## src/rtl/rv32_ex_stage.sv

```systemverilog
// pito RV32 execute stage: operand select, ALU, branch/jump resolution, registered 2-deep output.
// Optional perf counters are built only when RV32_EX_PERF_EN is defined.
`timescale 1ns/1ps

package rv32_ex_pkg;

    // Compare ops return 0/1 in bit 0; SBT/SBTU are "A >= B" (signed/unsigned).
    typedef enum logic [3:0] {
        ALU_ADD,
        ALU_SUB,
        ALU_SLL,
        ALU_SLT,
        ALU_SLTU,
        ALU_XOR,
        ALU_SRL,
        ALU_SRA,
        ALU_OR,
        ALU_AND,
        ALU_EQ,
        ALU_NEQ,
        ALU_SBT,
        ALU_SBTU,
        ALU_PASSB
    } rv32_alu_op_t;

    typedef struct packed {
        logic [4:0]  rd;
        logic        rd_we;
        logic [31:0] result;
        logic        redirect;
        logic [31:0] target;
    } ex_pay_t;

endpackage

module rv32_alu
    import rv32_ex_pkg::*;
(
    input  logic [31:0]  a,
    input  logic [31:0]  b,
    input  rv32_alu_op_t op,
    output logic [31:0]  res
);

    logic [4:0] shamt;

    assign shamt = b[4:0];

    // Single-cycle combinational ALU.
    always_comb begin
        res = '0;
        unique case (op)
            ALU_ADD:   res = a + b;
            ALU_SUB:   res = a - b;
            ALU_SLL:   res = a << shamt;
            ALU_SLT:   res = {31'd0, $signed(a) < $signed(b)};
            ALU_SLTU:  res = {31'd0, a < b};
            ALU_XOR:   res = a ^ b;
            ALU_SRL:   res = a >> shamt;
            ALU_SRA:   res = $unsigned($signed(a) >>> shamt);
            ALU_OR:    res = a | b;
            ALU_AND:   res = a & b;
            ALU_EQ:    res = {31'd0, a == b};
            ALU_NEQ:   res = {31'd0, a != b};
            ALU_SBT:   res = {31'd0, $signed(a) >= $signed(b)};
            ALU_SBTU:  res = {31'd0, a >= b};
            ALU_PASSB: res = b;
            default:   res = '0;
        endcase
    end

endmodule

module rv32_ex_stage
    import rv32_ex_pkg::*;
#(
    parameter int HART_W = 3
) (
    input  logic              clk,
    input  logic              rst,
    input  logic              in_valid,
    output logic              in_ready,
    input  logic [HART_W-1:0] in_hart_id,
    input  logic [31:0]       in_pc,
    input  logic [31:0]       in_rs1_data,
    input  logic [31:0]       in_rs2_data,
    input  logic [31:0]       in_imm,
    input  logic              in_a_sel,
    input  logic              in_b_sel,
    input  rv32_alu_op_t      in_alu_op,
    input  logic [4:0]        in_rd,
    input  logic              in_rd_we,
    input  logic              in_is_branch,
    input  logic              in_is_jump,
    output logic              out_valid,
    input  logic              out_ready,
    output logic [HART_W-1:0] out_hart_id,
    output logic [4:0]        out_rd,
    output logic              out_rd_we,
    output logic [31:0]       out_result,
    output logic              out_redirect,
    output logic [31:0]       out_target,
    output logic [31:0]       perf_ops,
    output logic [31:0]       perf_redirects
);

    typedef enum logic [1:0] {
        S_EMPTY,
        S_ONE,
        S_TWO
    } state_t;

    state_t            state;
    state_t            state_nxt;

    logic [31:0]       op_a;
    logic [31:0]       op_b;
    logic [31:0]       alu_res;
    logic [31:0]       br_target;
    logic [31:0]       link;

    ex_pay_t           pay_in;
    ex_pay_t           or_pay;
    ex_pay_t           sk_pay;
    logic [HART_W-1:0] or_hart;
    logic [HART_W-1:0] sk_hart;

    logic              in_xfer;
    logic              out_xfer;
    logic              or_load_in;
    logic              or_load_sk;
    logic              sk_load;

    assign op_a = in_a_sel ? in_pc  : in_rs1_data;
    assign op_b = in_b_sel ? in_imm : in_rs2_data;

    rv32_alu u_alu (
        .a   (op_a),
        .b   (op_b),
        .op  (in_alu_op),
        .res (alu_res)
    );

    // Branch target has its own adder so the ALU is free for the compare.
    assign br_target = in_pc + in_imm;
    assign link      = in_pc + 32'd4;

    // Build the payload for the op currently offered by decode.
    always_comb begin
        pay_in          = '0;
        pay_in.rd       = in_rd;
        pay_in.rd_we    = in_rd_we && (in_rd != 5'd0);
        pay_in.result   = alu_res;
        pay_in.redirect = 1'b0;
        pay_in.target   = '0;
        if (in_is_branch) begin
            pay_in.redirect = alu_res[0];
            pay_in.target   = br_target;
            pay_in.rd_we    = 1'b0;
            pay_in.result   = '0;
        end else if (in_is_jump) begin
            pay_in.redirect = 1'b1;
            pay_in.target   = {alu_res[31:1], 1'b0};
            pay_in.result   = link;
        end
    end

    assign out_valid = (state != S_EMPTY);
    assign in_xfer   = in_valid && in_ready;
    assign out_xfer  = out_valid && out_ready;

    // Occupancy FSM: decide next state and which slot loads what.
    always_comb begin
        state_nxt  = state;
        or_load_in = 1'b0;
        or_load_sk = 1'b0;
        sk_load    = 1'b0;
        unique case (state)
            S_EMPTY: begin
                if (in_xfer) begin
                    or_load_in = 1'b1;
                    state_nxt  = S_ONE;
                end
            end
            S_ONE: begin
                if (in_xfer && out_xfer) begin
                    or_load_in = 1'b1;
                end else if (in_xfer) begin
                    sk_load   = 1'b1;
                    state_nxt = S_TWO;
                end else if (out_xfer) begin
                    state_nxt = S_EMPTY;
                end
            end
            S_TWO: begin
                if (out_xfer) begin
                    or_load_sk = 1'b1;
                    state_nxt  = S_ONE;
                end
            end
            default: state_nxt = S_EMPTY;
        endcase
    end

    // State register; in_ready is registered so it has no path from out_ready.
    always_ff @(posedge clk) begin
        if (rst) begin
            state    <= S_EMPTY;
            in_ready <= 1'b1;
        end else begin
            state    <= state_nxt;
            in_ready <= (state_nxt != S_TWO);
        end
    end

    // Output register: fresh op from decode or the op parked in the skid slot.
    always_ff @(posedge clk) begin
        if (rst) begin
            or_pay  <= '0;
            or_hart <= '0;
        end else if (or_load_in) begin
            or_pay  <= pay_in;
            or_hart <= in_hart_id;
        end else if (or_load_sk) begin
            or_pay  <= sk_pay;
            or_hart <= sk_hart;
        end
    end

    // Skid slot catches the op accepted while the output is stalled.
    always_ff @(posedge clk) begin
        if (rst) begin
            sk_pay  <= '0;
            sk_hart <= '0;
        end else if (sk_load) begin
            sk_pay  <= pay_in;
            sk_hart <= in_hart_id;
        end
    end

    assign out_hart_id  = or_hart;
    assign out_rd       = or_pay.rd;
    assign out_rd_we    = or_pay.rd_we;
    assign out_result   = or_pay.result;
    assign out_redirect = or_pay.redirect;
    assign out_target   = or_pay.target;

`ifdef RV32_EX_PERF_EN
    logic [31:0] ops_q;
    logic [31:0] redir_q;

    // Count retired ops and redirects on output transfers.
    always_ff @(posedge clk) begin
        if (rst) begin
            ops_q   <= '0;
            redir_q <= '0;
        end else if (out_xfer) begin
            ops_q <= ops_q + 32'd1;
            if (or_pay.redirect) begin
                redir_q <= redir_q + 32'd1;
            end
        end
    end

    assign perf_ops       = ops_q;
    assign perf_redirects = redir_q;
`else
    assign perf_ops       = '0;
    assign perf_redirects = '0;
`endif

endmodule

```

## config.mk

```make
export PLATFORM = sky130hd
export DESIGN_NAME = rv32_ex_stage
export DESIGN_NICKNAME = d
export VERILOG_FILES = /design/src/rtl/rv32_ex_stage.sv
export SDC_FILE = /design/constraint.sdc
export NUM_CORES = 1
export LEC_CHECK = 0
export ABC_CLOCK_PERIOD_IN_PS = 15520
export BUFFER_PORTS_ARGS = -buffer_cell sky130_fd_sc_hd__buf_2
export CAP_MARGIN = 10
export CORE_MARGIN = 4
export CORE_UTILIZATION = 35
export DETAILED_ROUTE_END_ITERATION = 8
export PLACE_DENSITY = 0.55
export SYNTH_ARGS = -nofsm -noshare
export SYNTH_HDL_FRONTEND = slang
export SYNTH_SLANG_ARGS = --single-unit
```

## constraint.sdc

```tcl
create_clock -name clk -period 15.52 [get_ports clk]
set_clock_uncertainty 0.1 [all_clocks]
set_input_delay 2.328 -clock clk [delete_from_list [all_inputs] [get_ports clk]]
set_output_delay 2.328 -clock clk [all_outputs]
set_load 0.01 [all_outputs]
```

; Word level (Yosys, flattened, before mapping)
; Index checks and enable logic that the tools add are counted.
[totals]
register_bits = 151
word_cells = 79
[classes]
n_addsub = 4
order_cmp = 4
n_eq_ne = 19
shift = 3
muxes = 23
bitwise = 3
n_reduce_logical = 9
[op_table]
columns = operator, n
row1 = $pmux 32 s15, 1
row2 = $mux 71, 2
row3 = $mux 65, 2
row4 = $add 32x32->32, 2
row5 = $ge 32x32->1, 2
row6 = $lt 32x32->1, 2
row7 = $mux 32, 2
row8 = $add 32x3->32 const B, 1
row9 = $and 32x32->32, 1
row10 = $eq 32x32->1, 1
row11 = $ne 32x32->1, 1
row12 = $or 32x32->32, 1
row13 = $shl 32x5->32, 1
row14 = $shr 32x5->32, 1
row15 = $sshr 32x5->32, 1
row16 = $sub 32x32->32, 1
row17 = $xor 32x32->32, 1
row18 = $eq 4x4->1 const B, 7
row19 = $eq 4x3->1 const B, 4
row20 = $mux 2, 5
row21 = $eq 4x2->1 const B, 2
row22 = $mux 1, 7
row23 = $mux 3, 2
row24 = $pmux 2 s3, 1
row25 = 10 further kinds, 14

; Depth between registers and ports, before layout
; Gate-level depths: netlist of run 1.
[logic_depth]
depth_word = 7
mapped_depth = 20
mapped_depth_nobuf = 15

; Cells and area by module
; Synthesis of run 1 repeated with hierarchy kept, for this count alone.
[unflattened]
hier_cells = 2658
area_unflattened_um2 = 19399.9
[by_module_without_submodules]
columns = module, instances, cells_each, area_each_um2
row1 = rv32_ex_stage, 1, 1295, 10144.7
row2 = rv32_alu, 1, 1363, 9255.1

; Least setup slack after synthesis of run 1
; Ideal clock, no wire load.
[synth_path]
path_type = input to register
startpoint = in in_b_sel
endpoint = reg or_pay (netlist bit out_target[30])
setup_time_ns = 0.086
arrival_time_ns = 6.476
slack_ns = 8.858
stages = 17
n_path_buf = 5
cell_sequence = buf_6 mux2i_4 buf_2 buf_1 buf_1 ha_1 clkbuf_1 nand2b_1 a211o_1 a21oi_1 o21bai_1 a31oi_1 a31o_2 mux2_2 o221a_2 nand2b_1 a211oi_1
[synth_between]
elab_chain_cells = 6
[synth_lines]
columns = element, line_no
row1 = "start, declared", 89  ; input logic in_b_sel,
row2 = $mux 32 (*), 135  ; assign op_b = in_b_sel ? in_imm : in_rs2_data;
row3 = "$sub 32x32->32, or another cell as far along", 54  ; ALU_SUB: res = a - b;
row4 = $pmux 32 s15 (*), 52  ; unique case (op)
row5 = $mux 65 (*), 161  ; end else if (in_is_jump) begin
row6 = $mux 65 (*), 156  ; if (in_is_branch) begin
row7 = $mux 71 (*), 221  ; end else if (or_load_in) begin
row8 = "end signal, assigned", 222  ; or_pay <= pay_in;
row9 = "end signal, assigned", 225  ; or_pay <= sk_pay;
row10 = "end, declared", 123  ; ex_pay_t or_pay;
; Every way passes the cells marked *; elsewhere a longest branch is shown, timed or not.
; A chain may end at the register's enable or synchronous reset.

; Worst setup path in the final report of run 1
[layout_path]
startpoint = in in_b_sel
endpoint = reg or_pay (netlist bit out_result[22])
; The elaborated chain is that of the path after synthesis.

==> metrics.txt, run 1 <==
status=complete, no violations; Post-synth EDFFs=0; clock sinks=151; initial antenna violation count=2; r2r setup slk=12.58 ns; Die Area=0.0607 mm2; RSZ-0062 raised after global routing=no; synthesized area=0.0199 mm2; final WL=111 mm; sequential share of the synthesized area=0.152; Starting Density=0.353; pwr/cell area=82.5 mW/mm2; FF-to-FF path depth=8; Syn Area/Cell=7.29 um2; worst hold start=sk_pay[50]; Crit path max-delay family=compound AO/OA/AOI/OAI gates; Clock Power Share=0.248; Finished Cell Area=0.0219 mm2; IO buf count=224; Synth Instances=2729; CP Buf/Inv Count=5; wire per inst=30.9 um; # fillers=5962; startpoint types=input pin; P&R area growth vs syn=10.2%; post-CTS setup buffers=0; leakage=9.21 nW; Num CTS Buffers=17; Synth top area share=0.152; Crit path largest cell delay=0.67 ns; Worst-Margin Slew=1.20 ns; clock tree buffer depth=2; H-tree levels=4; cell taking the most area after synthesis=dfxtp_1; R2R Path Start=in_ready; Final #Nets=3110; worst min path class=reg -> reg; Slowest-stage cell, CP=buf_4; post-layout min period=8.35 ns; switch share=0.470; CTS Hold Bufs=0; Setup Viol. Count Final=0; ys async rst share=0; Crit Path Class=in -> reg; Min-Delay Path Depth=2; CTS tree=built; Internal Power=0.000958 W; WHS Endpoint=sk_pay[50]; FF-to-FF End=out_target[8]; CTS clk-pin slew, worst paths=0.07 ns; first-pass GRT wire length=155 mm; Via Count=23400; Worst slew margin=0.196; number of failing hold endpoints at the final stage=0; maximum vdd drop=75.8 uV; # IOs=289; crit-path max FO=52; share of cells above drive strength 1=0.147; Final ANT Viol Nets=0; CP most frequent cell=buf_4; synth top area cells=dfxtp_1 (15%), mux2i_1 (9.5%), ha_1 (8.6%); Clk Latency, worst-skew pair=0.44 ns; top_reg_cell synth=dfxtp_1; first-iteration detailed-routing DRC count=3090; DP Area=0.0213 mm2; grt peak-use layer=met2; Cell Rows=87; root buffer cell=clkbuf_16; die height=246 um; GRT Total Usage=0.346; Final Cycle Share=0.538; Sequential Power Share=0.240; Arr. time, crit path=8.54 ns; required time of the critical path=15.71 ns; setup TNS=0 ns; largest net degree at the start of global routing=71; final worst slack=7.17 ns; grt met1 use=0.463; pre-CTS setup slack=6.94 ns; Max Clk Rate=0.120 GHz; gr ovfl total=0; Switching Power=0.000849 W; vias in the first global route=21500; Worst setup EP type=flip-flop; Comb pwr share=0.513; critical-path cell list=buf_2, buf_4, mux2i_4, buf_4, inv_4, ha_1, fa_1, a21oi_1, o21ai_1, a311oi_1, buf_4, a211oi_1, nand2_1, o211ai_1, o21ai_0, o2111ai_1, o21ai_0, o221ai_1; routed vias/inst=6.51; post-CTS sizing=0; DRT Pass-1 Iters=6; met3 GRT Util=0.0722; synth warn=0; final slew viol count=0; Residual DRC=0; max-cap violations=0; Detail Placement HPWL=86.7 mm; core region area=0.0563 mm2; Yosys cell types=88; RePlAce Congestion=1.01; die width=246 um; grt met2 use=0.529; FF+latch count, synth=151
-- cell usage in the layout (no fill, tap or decap), drive strengths merged, types with 17 or more instances in the layout --
cell type | Yosys | final
o22ai | 38 | 38
nand2 | 271 | 271
and3 | 17 | 17
a22oi | 27 | 27
conb | 1 | 64
a21o | 34 | 34
o21ai | 182 | 182
a31oi | 40 | 40
buf | 123 | 276
nand4 | 32 | 32
nor2 | 242 | 242
dfxtp | 151 | 151
nand3 | 67 | 67
o21bai | 19 | 19
inv | 106 | 113
mux2i | 204 | 204
xnor2 | 36 | 36
a211oi | 77 | 77
xor2 | 24 | 24
nor4 | 18 | 18
nor3 | 57 | 57
ha | 136 | 136
clkbuf | 142 | 18
a21oi | 236 | 236
o221ai | 21 | 21
nand2b | 25 | 25
a2111oi | 18 | 18
mux2 | 28 | 28
o211ai | 51 | 51
-- power groups by stage --
stage / clock network (W) / registers, W / logic [W]
after global routing: 0.000465 / 0.000434 / 0.000975
after detailed placement: 0 / 0.000441 / 0.000890
after global placement: 0 / 0.000441 / 0.000891
after CTS: 0.000450 / 0.000433 / 0.000894
final: 0.000448 / 0.000433 / 0.000927
after floorplan: 0 / 0.000441 / 0.000564
-- cell families after synthesis --
| kind of cell | count (synthesis) | synth area share |
|---|---|---|
| compound gates | 940 | 0.314 |
| xor+xnor | 60 | 0.0264 |
| fa+ha+maj | 139 | 0.0886 |
| buf+inv | 372 | 0.0889 |
| flops | 151 | 0.152 |
| mux | 247 | 0.141 |
| other cells | 1 | 0.000189 |
| simple gates | 819 | 0.189 |
-- worst register-to-register path: cells and delay by family, from the launching register on --
kind | cells | cell delay [ns]
buffers and inverters | 2 | 1.12
AND/OR/NAND/NOR | 2 | 0.35
flip-flops | 1 | 0.35
AO/OA/AOI/OAI | 4 | 0.95
-- metal layers --
layer / share of wire / up-vias / wire [um]
li1: - / 10200 / -
met1: 0.40 / 11400 / 45000
met2: 0.43 / 1509 / 47900
met3: 0.11 / 260 / 11800
met4: 0.059 / 2 / 6540
met5: 0.000072 / - / 8
-- synth_stat cells, types with 21 or more instances --
cell and instances:
nand2_1 271, nor2_1 242, a21oi_1 236, mux2i_1 189, o21ai_0 174, dfxtp_1 151
clkbuf_1 142, ha_1 136, inv_1 95, a211oi_1 77, buf_4 71, nand3_1 67
nor3_1 57, o211ai_1 51, a31oi_1 39, o22ai_1 38, xnor2_1 36, a21o_1 34
nand4_1 32, mux2_2 28, a22oi_1 27, nand2b_1 25, xor2_1 24, buf_2 23
o221ai_1 21
-- how the worst max path moves through the flow --
stage | from | end | cells past startpoint
final | in_b_sel | out_result[22] | 18
after global routing | in_b_sel | out_result[26] | 17
after CTS | in_b_sel | out_result[26] | 17
after detailed placement | in_b_sel | out_result[26] | 17
after global placement | in_b_sel | out_result[22] | 18
after floorplan | in_b_sel | out_target[30] | 17
-- layout make-up --
type | count | area (um2) | share of cell area
inverter | 107 | 404 | 0.0184
antenna | 2 | 5.00 | 0.000228
multi-input combinational | 2269 | 15400 | 0.703
clock buffer | 18 | 429 | 0.0196
sequential | 151 | 3020 | 0.138
clock inverter | 14 | 190 | 0.00868
tap | 756 | 946 | 0.0432
timing repair buffer | 276 | 1510 | 0.0690
-- flip-flops by register name, summed over array words and instances (netlist names) --
| signal | count |
|---|---|
| in_ready | 1 |
| out_hart_id | 3 |
| out_rd | 5 |
| out_rd_we | 1 |
| out_redirect | 1 |
| out_result | 32 |
| out_target | 32 |
| sk_hart | 3 |
| sk_pay | 71 |
| state | 2 |
-- per-stage QoR --
step | hold WS (ns) | util | power (W) | cells
5_1_grt | 0.381 | 0.389 | 0.00187 | 3591
3_5_place_dp | 0.347 | 0.378 | 0.00133 | 3559
6_report | 0.355 | 0.389 | 0.00181 | 3593
3_3_place_gp | 0.340 | 0.378 | 0.00133 | 3558
4_1_cts | 0.356 | 0.389 | 0.00178 | 3591
2_1_floorplan | 0.336 | - | 0.00100 | 2792
No activity file was read; power rests on OpenSTA's default activity.
==> inputs of run 2 (changes only) <==
--- a/config.mk
+++ b/config.mk
@@ -5,7 +5,7 @@
 export SDC_FILE = /design/constraint.sdc
 export NUM_CORES = 1
 export LEC_CHECK = 0
-export ABC_CLOCK_PERIOD_IN_PS = 15520
+export ABC_CLOCK_PERIOD_IN_PS = 8550
 export BUFFER_PORTS_ARGS = -buffer_cell sky130_fd_sc_hd__buf_2
 export CAP_MARGIN = 10
 export CORE_MARGIN = 4
==> constraint.sdc (replaced) <==
create_clock -name clk -period 8.55 [get_ports clk]
set_clock_uncertainty 0.1 [all_clocks]
set_input_delay 1.2825 -clock clk [delete_from_list [all_inputs] [get_ports clk]]
set_output_delay 1.2825 -clock clk [all_outputs]
set_load 0.01 [all_outputs]
==> metrics.txt, run 2 (synthesis results as in run 1) <==
status=complete, no violations; clock sinks=151 (unchanged); Via Count=23800 (+1.5%); gr ovfl total=0 (unchanged); initial antenna violation count=6 (+4); commonest non-fill, non-tap cell in the layout=nand2_1; Residual DRC=0 (unchanged); final WL=113 mm (+1.5%); area of the multi-input gates=0.0154 mm2 (about the same); Final Cycle Share=0.863; CTS tree=built; Min-Delay Path Depth=2 (unchanged); startpoint types=input pin; RSZ-0062 raised after global routing=no; R2R Path Start=state[0]; Worst-Margin Slew=1.36 ns (+0.153 ns); P&R area growth vs syn=10.0%; share of cells above drive strength 1=0.148 (+0.000601); RePlAce Congestion=1.08 (+7.3%); CTS Hold Bufs=0 (unchanged); wire per inst=31.4 um (+1.4%); Largest Register=sk_pay; DRT Pass-1 Iters=7 (+1); Max Clk Rate=0.136 GHz; required time of the critical path=8.75 ns (-6.96 ns); post-CTS sizing=0 (unchanged); clock tree buffer depth=2 (unchanged); post-CTS setup buffers=0 (unchanged); Setup Viol. Count Final=0 (unchanged); Clk Latency, worst-skew pair=0.45 ns (about the same); largest net degree at the start of global routing=90 (+27%); Num CTS Buffers=17 (unchanged); root buffer cell=clkbuf_16; H-tree levels=4 (unchanged); number of failing hold endpoints at the final stage=0 (unchanged); power after layout=0.00323 W (+79%); # IOs=289 (unchanged); worst hold start=sk_pay[43]; final slew viol count=0 (unchanged); FF-to-FF End=out_result[16]; first-iteration detailed-routing DRC count=3417 (+11%); Detail Placement HPWL=88.2 mm (+1.7%); Cell Rows=87 (unchanged); post-layout min period=7.37 ns; r2r setup slk=5.64 ns (-6.94 ns); Starting Density=0.353 (unchanged); Sequential Area=0.00302 mm2 (unchanged); max-cap violations=0 (unchanged); die width=246 um (unchanged); Worst slew margin=0.0703 (-0.126); pwr/cell area=148 mW/mm2 (+79%); worst min path class=reg -> reg; Final #Nets=3112 (+0.064%); crit-path max FO=20 (-62%); commonest cells after routing, fill and taps aside=nand2_1 (270), nor2_1 (240), a21oi_1 (236), buf_2 (223), mux2i_1 (186); routed vias/inst=6.61 (+1.4%); Arr. time, crit path=7.57 ns (-0.97 ns); GRT Total Usage=0.353 (+0.00682); core region area=0.0563 mm2 (unchanged); IO buf count=224 (unchanged); die height=246 um (unchanged); maximum vdd drop=125 uV (+65%); FF-to-FF path depth=6 (-2); CTS clk-pin slew, worst paths=0.07 ns (about the same); Final ANT Viol Nets=0 (unchanged); Die Area=0.0607 mm2 (unchanged); WHS Endpoint=sk_pay[43]; setup TNS=0 ns (unchanged); leakage=9.20 nW (-0.20%); Worst setup EP type=flip-flop; first-pass GRT wire length=158 mm (+1.6%); vias in the first global route=21900 (+1.8%); max reg flops=71 (unchanged); Crit Path Class=in -> reg; # fillers=5931 (-0.52%)
-- run 2: area by class of cell --
| type | count | area share |
|---|---|---|
| Clock buffer | 19 | 0.0207 |
| Tap cell | 756 | 0.0432 |
| Clock inverter | 13 | 0.00526 |
| Inverter | 107 | 0.0185 |
| Sequential cell | 151 | 0.138 |
| Timing Repair Buffer | 278 | 0.0697 |
| Antenna cell | 2 | 0.000229 |
| Multi-Input combinational cell | 2269 | 0.704 |
-- run 2: worst max path at each step --
stage | start | end | slack, ns
after floorplan | in_b_sel | out_target[30] | 2.93
after global placement | in_a_sel | out_target[27] | 1.0
final | in_a_sel | out_target[27] | 1.18
after detailed placement | in_a_sel | out_target[27] | 0.99
after CTS | in_a_sel | out_target[27] | 1.40
after global routing | in_a_sel | out_result[31] | 0.97
-- run 2: power breakdown --
part           internal, W  switching [W]
Sequential        0.000749      0.0000338
Combinational     0.000520        0.00117
Clock             0.000395       0.000356
Total              0.00166        0.00156
-- run 2: stage by stage --
stage | util | hold WS [ns] | std cells | instance area (um2) | setup slack, ns
2_1_floorplan | - | 0.336 | 2792 | 20100 | 2.93
3_3_place_gp | 0.378 | 0.342 | 3559 | 21300 | 0.996
3_5_place_dp | 0.379 | 0.348 | 3561 | 21300 | 0.994
4_1_cts | 0.389 | 0.357 | 3593 | 21900 | 1.40
5_1_grt | 0.389 | 0.374 | 3593 | 21900 | 0.969
6_report | 0.389 | 0.356 | 3595 | 21900 | 1.18
-- run 2: routing by layer --
layer / part of all wire / global-route usage / up-vias
met5: 0.00041 / 0 / -
met4: 0.065 / 0.195 / 6
met3: 0.12 / 0.0804 / 305
met2: 0.42 / 0.526 / 1712
met1: 0.40 / 0.471 / 11500
li1: - / - / 10200
-- run 2: critical path, cell delays in order --
cell and delay (ns):
buf_2 0.43, buf_4 0.59, mux2i_1 1.15, ha_1 0.60, nor4_1 0.94, nand4_1 0.23
a2111oi_0 0.44, buf_4 0.23, a211oi_1 0.10, o41ai_1 0.49, a2111oi_0 0.21, a2111o_1 0.43
nand3_1 0.12, o31a_1 0.17, o221ai_1 0.11
